**src/rtl/bcd2bin.sv**
```systemverilog
// bcd2bin -- sequential BCD-to-binary converter (reverse double-dabble).
//
// Four BCD digits are captured on a start strobe.  The converter then shifts
// one bit per clock out of the BCD register into a 14-bit binary accumulator
// for 14 iterations. It reports a SIZE-bit result with a one-cycle done pulse.
// Start-to-done latency is fixed at 15 clocks.
//
// Ports:
//   clk        system clock, rising edge
//   reset      synchronous, active-high; aborts any conversion silently
//   start      conversion request, honoured only in IDLE
//   thousands  BCD digit, weight 1000
//   hundreds   BCD digit, weight 100
//   tens       BCD digit, weight 10
//   ones       BCD digit, weight 1
//   bin_out    converted value, held until the next result
//   busy       high while iterating (CONV state)
//   done       one-cycle pulse when bin_out/err update
//   err        invalid digit (bin_out = 0) or overflow (bin_out saturated)
module bcd2bin #(
  parameter int SIZE = 14
) (
  input  logic            clk,
  input  logic            reset,
  input  logic            start,
  input  logic [3:0]      thousands,
  input  logic [3:0]      hundreds,
  input  logic [3:0]      tens,
  input  logic [3:0]      ones,
  output logic [SIZE-1:0] bin_out,
  output logic            busy,
  output logic            done,
  output logic            err
);

  typedef enum logic [1:0] {
    IDLE = 2'd0,
    CONV = 2'd1,
    DONE = 2'd2
  } state_t;

  localparam logic [14:0] MAX_VAL = 15'((1 << SIZE) - 1);

  state_t      state;
  state_t      state_nxt;
  logic [15:0] bcd_reg;
  logic [13:0] acc;
  logic [3:0]  cnt;
  logic        bad_digit;
  logic [29:0] shifted;
  logic [15:0] bcd_adj;

  // Reverse dabble correction: after a right shift, a nibble >= 8 holds a
  // half-ten that must become a half-eight, so subtract 3.
  function automatic logic [3:0] dabble(input logic [3:0] n);
    return (n >= 4'd8) ? (n - 4'd3) : n;
  endfunction

  function automatic logic digit_bad(input logic [3:0] d);
    return d > 4'd9;
  endfunction

  // Returns {err, bin_out}: invalid digits force zero, values beyond the
  // output width saturate to all ones.
  function automatic logic [SIZE:0] sat_result(input logic bad,
                                               input logic [13:0] v);
    if (bad)
      return {1'b1, {SIZE{1'b0}}};
    else if ({1'b0, v} > MAX_VAL)
      return {1'b1, {SIZE{1'b1}}};
    else
      return {1'b0, v[SIZE-1:0]};
  endfunction

  // One iteration: shift {bcd_reg, acc} right as a 30-bit unit, then
  // correct each BCD nibble independently on the post-shift value.
  always_comb begin
    shifted = {1'b0, bcd_reg, acc[13:1]};
    bcd_adj = {dabble(shifted[29:26]), dabble(shifted[25:22]),
               dabble(shifted[21:18]), dabble(shifted[17:14])};
  end

  always_comb begin
    state_nxt = state;
    case (state)
      IDLE:    if (start) state_nxt = CONV;
      CONV:    if (cnt == 4'd13) state_nxt = DONE;
      DONE:    state_nxt = IDLE;
      default: state_nxt = IDLE;
    endcase
  end

  assign busy = (state == CONV);

  always_ff @(posedge clk) begin
    if (reset) begin
      state     <= IDLE;
      bcd_reg   <= '0;
      acc       <= '0;
      cnt       <= '0;
      bad_digit <= 1'b0;
      bin_out   <= '0;
      err       <= 1'b0;
      done      <= 1'b0;
    end else begin
      state <= state_nxt;
      done  <= 1'b0;
      case (state)
        IDLE: begin
          if (start) begin
            bcd_reg   <= {thousands, hundreds, tens, ones};
            acc       <= '0;
            cnt       <= '0;
            bad_digit <= digit_bad(thousands) | digit_bad(hundreds) |
                         digit_bad(tens) | digit_bad(ones);
          end
        end
        CONV: begin
          bcd_reg <= bcd_adj;
          acc     <= shifted[13:0];
          cnt     <= cnt + 4'd1;
        end
        DONE: begin
          {err, bin_out} <= sat_result(bad_digit, acc);
          done           <= 1'b1;
        end
        default: ;
      endcase
    end
  end

endmodule

```
**config.mk**
```make
export PLATFORM = sky130hd
export DESIGN_NAME = bcd2bin
export DESIGN_NICKNAME = d
export VERILOG_FILES = /design/src/rtl/bcd2bin.sv
export SDC_FILE = /design/constraint.sdc
export NUM_CORES = 1
export LEC_CHECK = 0
export CAP_MARGIN = 20
export CORE_MARGIN = 3
export CORE_UTILIZATION = 30
export CTS_CLUSTER_SIZE = 24
export DETAILED_ROUTE_END_ITERATION = 10
export GPL_TIMING_DRIVEN = 0
export HOLD_SLACK_MARGIN = 0.15
export SETUP_SLACK_MARGIN = 0.1
export SLEW_MARGIN = 20
export SYNTH_ARGS = -nofsm -noshare
export SYNTH_HDL_FRONTEND = slang
export SYNTH_SLANG_ARGS = --single-unit
export TNS_END_PERCENT = 20
```
**constraint.sdc**
```tcl
create_clock -name clk -period 2 [get_ports clk]
set_input_delay 0.4 -clock clk [delete_from_list [all_inputs] [get_ports clk]]
set_output_delay 0.4 -clock clk [all_outputs]
set_load 0.005 [all_outputs]
```
==> results of run 1 <==
==> Yosys cell counts, drive strengths merged, types with 2 or more instances <==
| cell type | count |
|---|---|
| a21oi | 22 |
| a221oi | 3 |
| a22o | 14 |
| a22oi | 18 |
| a31oi | 3 |
| buf | 13 |
| clkbuf | 5 |
| dfxtp | 53 |
| ha | 8 |
| inv | 8 |
| nand2 | 7 |
| nand2b | 9 |
| nand3 | 4 |
| nand3b | 4 |
| nand4 | 2 |
| nor2 | 47 |
| nor2b | 6 |
| nor3 | 11 |
| o211ai | 6 |
| o21ai | 4 |
| xnor2 | 3 |
| xor2 | 3 |
==> cell usage in the layout, fill, tap and decap left out, drive strengths merged <==
cell and count:
a31oi 3, nor2 47, clkdlybuf4s50 34, inv 9, or2 1, nor2b 6
nand3b 4, mux2i 1, nand2 7, mux2 1, and2b 1, clkinv 1
o211ai 6, a22o 14, buf 16, bufinv 1, o21ai 4, xnor2 3
xor2 3, o21a 1, o22ai 1, dfxtp 53, nor3 11, a21oi 22
ha 8, nand4 2, dlygate4sd2 1, nand2b 9, a22oi 18, nor3b 1
a221oi 3, clkbuf 10, nand3 4, a211oi 1
==> critical path: stages <==
cell	delay [ns]
clkdlybuf4s50_1	0.59
clkbuf_1	0.46
clkbuf_1	0.43
nor2_1	0.10
==> metrics by stage <==
step	setup TNS, ns	hold slack (ns)
CTS	0	0.487
global route	0	0.497
finish	0	0.482
global placement	-1.15	0.457
floorplan	0	0.450
detailed placement	-0.986	0.463
==> cells by family (layout without fill, tap and decap cells) <==
kind of cell / Yosys count / count (layout) / synth area share
AO/OA/AOI/OAI: 73 / 73 / 0.214
flip-flops: 53 / 53 / 0.455
XOR/XNOR: 6 / 6 / 0.0226
buffers and inverters: 26 / 72 / 0.0553
AND/OR/NAND/NOR: 93 / 93 / 0.200
adder cells (fa/ha/maj): 8 / 8 / 0.0430
multiplexers: 2 / 2 / 0.00913
==> power by group through the flow <==
| stage | clock network, mW | logic [mW] | registers, mW |
|---|---|---|---|
| 5_1_grt | 0.809 | 0.332 | 1.14 |
| 3_3_place_gp | 0 | 0.283 | 1.15 |
| 2_1_floorplan | 0 | 0.190 | 1.14 |
| 3_5_place_dp | 0 | 0.287 | 1.15 |
| 6_report | 0.742 | 0.299 | 1.13 |
| 4_1_cts | 0.755 | 0.298 | 1.13 |
==> path summary, 6_finish.rpt <==
check / from / endpoint / slack [ns] / cells past startpoint
worst min register to register: bin_out[12] / bin_out[12] / 0.48 / 1
worst max register to register: state[1] / bcd_reg[9] / 0.32 / 5
worst min-delay path: bin_out[12] / bin_out[12] / 0.48 / 1
worst max-delay path: reset / acc[11] / 0.21 / 4
==> routing by layer <==
metal | vias up | part of all wire
li1 | 1002 | -
met1 | 961 | 0.49
met3 | 4 | 0.041
met2 | 41 | 0.46
met5 | - | 0
met4 | 0 | 0.0098
==> final cells by class <==
cell class	instances	area, um^2	share of cell area
sequential	53	1060	0.360
clock buffer	5	68.8	0.0233
multi-input combinational	182	1140	0.386
buffer	18	109	0.0368
inverter	8	32.5	0.0110
timing repair buffer	38	372	0.126
tap	99	124	0.0419
clock inverter	3	43.8	0.0148
==> what timing repair did <==
item | CTS | global route
gates resized for setup | 7 | 0
setup buffers | 3 | 0
setup endpoints to repair | 1 | 0
==> flow_summary.yaml, run 1 <==
status:
  status: "completed"
clock_network:
  cts_tree: "yes"
  clk_pin_slew_ns: 0.10
  clock_latency_ns: 0.31
  clockBufferDepth: 2
  cts_root_buffer: "clkbuf_8"
  holdBufCountCts: 0
  h-tree-depth: 2
  cts_sinks: 53
  cts_made_buffers: 5
yosys:
  netlist_instances: 261
  ys_warn_count: 0
  ys_ff_latch: 53
  ys_types: 35
  synth_area_leaders: "dfxtp_1 (46%), nor2_1 (7.6%), a22oi_1 (5.8%), a22o_1 (5.3%), a21oi_1 (4.7%)"
  avgSynthCellArea_um2: 8.93
  synthesis.area_um2: 2330
  async_flop_share: 0
  synth_ff_type: "dfxtp_1"
  ys_seq_area_frac: 0.455
  synth_edf_count: 0
  synth_top_area_share: 0.455
  yosys.area.top_type: "dfxtp_1"
  synth_fp_nets: 288
finish:
  design_area_um2: 2950
  final_cells: 406
  finalNetCount: 333
  antennaDiodeCount: 0
  largest_reg_flops: 16
  final_core_util: 0.399
  area_delta_synth_final_pct: 26.8
  n_fill_cell: 746
  layout-drive-gt1-share: 0.101
routing:
  post_drt_wl_per_cell_um: 14.3
  postRouteAntennaNets: 0
  dr.pass1.iters: 4
  wirelength_mm: 5.79
  first_iter_violations: 122
  route.detailed.drc: 0
  num_vias: 2008
  via_per_inst: 4.95
floorplanning:
  ios: 36
  initial_utilization: 0.314
  core_area_um2: 7410
  rows: 31
  die_h_um: 94.1
  die-area_um2: 8860
  fp.dieW_um: 94.1
placed_design:
  io_buffers: 35
  gp_congestion: 0.789
  dpl_cell_area_um2: 2800
  hpwl_mm: 4.02
  dpl_worst_slack_ns: -0.103
  dp_cells: 395
global_routing:
  grt_usage: 0.136
  grt_use_met1: 0.187
  grt_util_met3: 0.0345
  grt_pass1_vias: 1890
  antenna_found_initial: 0
  grt_max_degree: 18
  grt_pass1_wl_mm: 9.46
  met2_usage: 0.208
  grt_overflow_total: 0
  grt_most_used_layer: "met2"
power_and_ir_drop:
  p_total_mw: 2.17
  ir_worst_vdd_mv: 0.307
  swShare: 0.262
  p_clk_frac: 0.342
  intPower_mw: 1.60
  leakage_nw: 1.12
  power.density_nw_per_um2: 734
  combPwrFrac: 0.138
  p_sw_mw: 0.568
  seq_power_share: 0.520
sta:
  setup_slack_ns: 0.208
  final-setup-viol-count: 0
  fin_crit_sh: 0.896
  rsz0062_at_grt: "false"
  drv_slew: 0
  min_period_ns: 1.79
  worstMarginPinSlew_ns: 0.607
  hold_viol_final: 0
  clock_skew_ns: 0.0123
  relSlewSlack: 0.594
  max_freq_mhz: 558
job:
  drv_cap: 0
setup_path:
  cp_max_fo: 10
  crit_path_start_kind: "primary input"
  crit_path_end_kind: "register"
  crit_required_ns: 2.19
  worstSetupPathType: "primary input to register"
  worstPathArrival_ns: 1.98
min_path:
  hold_class: "register to register"
No activity file was read; power rests on OpenSTA's default activity.
==> run 2, diff against run 1 <==
- SKIP_CTS_REPAIR_TIMING: unset -> 1
- SLEW_MARGIN: 20 -> 5
==> run 2 against run 1 <==
  * Sequential power about the same
  * Clock power about the same
  * Count of clock-buffer cells in the layout unchanged
  * Power down 0.28%
  * Critical path type unchanged
  * Highest routed layer unchanged
==> flow_summary.yaml, run 2 (synthesized netlist as in run 1, its figures left out) <==
routing:
  dr.pass1.iters: 4
  first_iter_violations: 123
  postRouteAntennaNets: 0
  num_vias: 1993
  wirelength_mm: 5.73
  route.detailed.drc: 0
  post_drt_wl_per_cell_um: 14.1
  via_per_inst: 4.91
sta:
  rsz0062_at_grt: "false"
  final-setup-viol-count: 0
  max_freq_mhz: 561
  setup_tns_ns: 0
  clock_skew_ns: 0.0132
  hold_viol_final: 0
  whs_ns: 0.481
  drv_slew: 0
  relSlewSlack: 0.594
  fin_crit_sh: 0.891
  worstMarginPinSlew_ns: 0.606
  min_period_ns: 1.78
  setup_slack_ns: 0.218
setup_path:
  worstPathArrival_ns: 1.97
  crit_path_start_kind: "primary input"
  slowest_delay_ns: 0.59
  reg2reg_setup_slack_ns: 0.32
  r2r-start: "state[1]"
  crit_slowest_cell: "clkdlybuf4s50_1"
  ff2ff_path_depth: 5
  crit_chain: "clkdlybuf4s50_1 -> clkbuf_1 -> clkbuf_1 -> nor2_1"
  path_common_cell: "clkbuf_1"
  rr_endpoint: "bcd_reg[9]"
  crit_path_end_kind: "register"
  cp_max_fo: 10
  crit_required_ns: 2.19
  worstSetupPathType: "primary input to register"
floorplanning:
  rows: 31
  initial_utilization: 0.314
  core_area_um2: 7410
  ios: 36
  die-area_um2: 8860
  fp.dieW_um: 94.1
  die_h_um: 94.1
status:
  status: "completed"
power_and_ir_drop:
  ir_worst_vdd_mv: 0.296
  leakage_nw: 1.13
  power.density_nw_per_um2: 731
  p_total_mw: 2.16
clock_network:
  clockBufferDepth: 2
  cts_made_buffers: 5
  cts_sinks: 53
  h-tree-depth: 2
  clock_latency_ns: 0.31
  cts_tree: "yes"
  cts_root_buffer: "clkbuf_8"
  clk_pin_slew_ns: 0.10
min_path:
  worst_hold_path.endpoint: "bin_out[12]"
  whs_path_depth: 1
  hold_class: "register to register"
  hp-start: "bin_out[12]"
placed_design:
  dp_cells: 395
  dpl_cell_area_um2: 2800
  dpl_worst_slack_ns: -0.103
  gp_congestion: 0.789
  hpwl_mm: 4.02
  io_buffers: 35
global_routing:
  grt_usage: 0.134
  grt_overflow_total: 0
  grt_max_degree: 18
  antenna_found_initial: 0
  grt_pass1_wl_mm: 9.32
  grt_pass1_vias: 1856
finish:
  area_delta_synth_final_pct: 27.0
  largest_reg_flops: 16
  final_core_util: 0.399
  n_fill_cell: 740
  layout-drive-gt1-share: 0.101
  design_area_um2: 2960
  finalNetCount: 333
  final_cells: 406
  final_common_cell: "dfxtp_1"
  antennaDiodeCount: 0
  final_cell_mix: "dfxtp_1 (52), nor2_1 (47), clkdlybuf4s50_1 (34)"
job:
  drv_cap: 0
[run 2: changes by cell type in the layout (fill, tap and decap cells not counted)]
cell            delta
dlygate4sd2_1      -1
dlymetal6s2s_1     +1
[run 2: metal layers]
metal  global-route usage  vias to the layer above  routed length, um
met3               0.0345                        2                225
met4               0.0421                        0                 42
li1                     -                     1003                  -
met2                0.203                       38               2630
met5                    0                        -                  0
met1                0.185                      950               2830
[run 2: final cells by class]
cell class | count | area (um^2) | share of cell area
inverters | 8 | 32.5 | 0.0110
plain buffers | 18 | 109 | 0.0368
multi-input cells | 182 | 1140 | 0.385
well taps | 99 | 124 | 0.0419
clock inverters | 3 | 43.8 | 0.0148
clock buffers | 5 | 68.8 | 0.0233
repair buffers | 38 | 375 | 0.127
flip-flops and latches | 53 | 1060 | 0.360
[run 2: critical path: cells and delay by family]
| kind | cells | cell delay, ns |
|---|---|---|
| simple gates | 1 | 0.10 |
| buf+inv | 3 | 1.47 |
[run 2: worst max path at each step]
stage	startpoint	end	slack, ns	cells after the start
final	reset	acc[11]	0.22	4
after global routing	reset	acc[12]	0.13	4
after CTS	state[1]	busy	-0.19	4
after detailed placement	reset	acc[7]	-0.10	4
after global placement	reset	acc[6]	-0.11	4
after floorplan	state[0]	acc[3]	0.73	7
[run 2: where the power goes]
part | total [mW] | internal [mW] | switching (mW)
combinational | 0.294 | 0.133 | 0.161
sequential | 1.13 | 1.09 | 0.0387
clock | 0.740 | 0.376 | 0.365
==> run 3, diff against run 2 <==
- CORE_MARGIN: 3 -> 4
==> run 3 against run 2 <==
  * Combinational power is essentially flat
  * Maximum frequency down 1.1%
  * Clock power decreased by 18%
  * Flip-flop and latch count unchanged
  * Clock skew down 0.0088 ns
  * Final cell count up 0.99%
  * Worst setup slack worse by 0.020 ns
  * Sequential power hardly changed
  * Non-clock buffer count increased by 4
  * Critical endpoint is now acc[10]
  * Largest cell class unchanged
==> flow_summary.yaml, run 3 (synthesized netlist as in run 1, its figures left out) <==
clock_network:
  clock_latency_ns: 0.31
  clk_pin_slew_ns: 0.10
  clockBufferDepth: 2
  cts_root_buffer: "clkbuf_8"
  h-tree-depth: 2
  cts_sinks: 53
  cts_tree: "yes"
  cts_made_buffers: 5
setup_path:
  worstPathArrival_ns: 1.99
  rr_endpoint: "bcd_reg[9]"
  crit_required_ns: 2.19
  reg2reg_setup_slack_ns: 0.44
  cp_max_fo: 10
  crit_path_end_kind: "register"
  worstSetupPathType: "primary input to register"
  ff2ff_path_depth: 5
  crit_path_start_kind: "primary input"
  r2r-start: "state[1]"
global_routing:
  grt_usage: 0.125
  grt_overflow_total: 0
  grt_max_degree: 17
  grt_pass1_vias: 1838
  antenna_found_initial: 0
  grt_pass1_wl_mm: 8.94
routing:
  dr.pass1.iters: 4
  via_per_inst: 4.89
  wirelength_mm: 5.65
  post_drt_wl_per_cell_um: 13.8
  postRouteAntennaNets: 0
  route.detailed.drc: 0
  first_iter_violations: 121
  num_vias: 2003
sta:
  max_freq_mhz: 555
  whs_ns: 0.480
  relSlewSlack: 0.626
  clock_skew_ns: 0.00434
  hold_viol_final: 0
  final-setup-viol-count: 0
  min_period_ns: 1.80
  rsz0062_at_grt: "true"
  worstMarginPinSlew_ns: 0.561
  fin_crit_sh: 0.901
  drv_slew: 0
finish:
  seq_area_um2: 1070
  final_core_util: 0.400
  layout-drive-gt1-share: 0.113
  finalNetCount: 337
  multi_input_area_um2: 1140
  final_common_cell: "dfxtp_1"
  n_fill_cell: 744
  antennaDiodeCount: 0
  area_delta_synth_final_pct: 27.2
  largest_reg_flops: 16
  final_cell_mix: "dfxtp_1 (51), nor2_1 (47), clkdlybuf4s50_1 (34)"
floorplanning:
  rows: 31
  fp.dieW_um: 96.1
  ios: 36
  core_area_um2: 7410
  initial_utilization: 0.314
  die_h_um: 96.1
  die-area_um2: 9240
min_path:
  worst_hold_path.endpoint: "bin_out[4]"
  whs_path_depth: 1
  hold_class: "register to register"
  hp-start: "bin_out[4]"
power_and_ir_drop:
  leakage_nw: 1.13
  ir_worst_vdd_mv: 0.269
  p_total_mw: 2.03
  power.density_nw_per_um2: 686
placed_design:
  hpwl_mm: 4.00
  gp_congestion: 0.794
  io_buffers: 35
status:
  status: "completed"
job:
  drv_cap: 0
-- run 3: report_power, final --
part / switching (mW) / leakage (nW) / internal, mW / total (mW)
logic: 0.157 / 0.658 / 0.140 / 0.297
registers: 0.0381 / 0.432 / 1.09 / 1.13
clock network: 0.363 / 0.0374 / 0.247 / 0.610
total: 0.558 / 1.13 / 1.48 / 2.03
-- run 3: layer usage --
| layer | routed length (um) | up-vias | track usage |
|---|---|---|---|
| met5 | 0 | - | 0 |
| met4 | 22 | 0 | 0.0427 |
| met3 | 229 | 2 | 0.0305 |
| met2 | 2730 | 40 | 0.194 |
| met1 | 2670 | 947 | 0.170 |
| li1 | - | 1014 | - |
-- run 3: how the worst max path moves through the flow --
stage               endpoint  startpoint
floorplan             acc[3]    state[0]
global placement      acc[6]       reset
detailed placement    acc[8]       reset
CTS                     busy    state[1]
global route         acc[12]       reset
finish               acc[10]       reset
-- run 3: per-stage QoR --
step                setup WS, ns  cell area, um^2  cells  setup TNS [ns]
floorplan                  0.734             2330    261               0
global placement          -0.135             2800    395           -1.30
detailed placement        -0.166             2800    395           -1.67
CTS                       -0.175             2890    403          -0.175
global route              0.0645             2960    410               0
finish                     0.198             2960    410               0
-- run 3: area by class of cell --
type,instances,area share
plain buffers,18,0.0367
clock buffers,6,0.0245
clock inverters,2,0.00507
inverters,8,0.0110
multi-input cells,182,0.385
flip-flops and latches,53,0.360
well taps,99,0.0418
repair buffers,42,0.137
-- run 3: worst max-delay path, cell delays in order --
cell,delay (ns)
clkdlybuf4s50_1,0.59
clkbuf_1,0.48
clkbuf_1,0.42
nor2_1,0.10
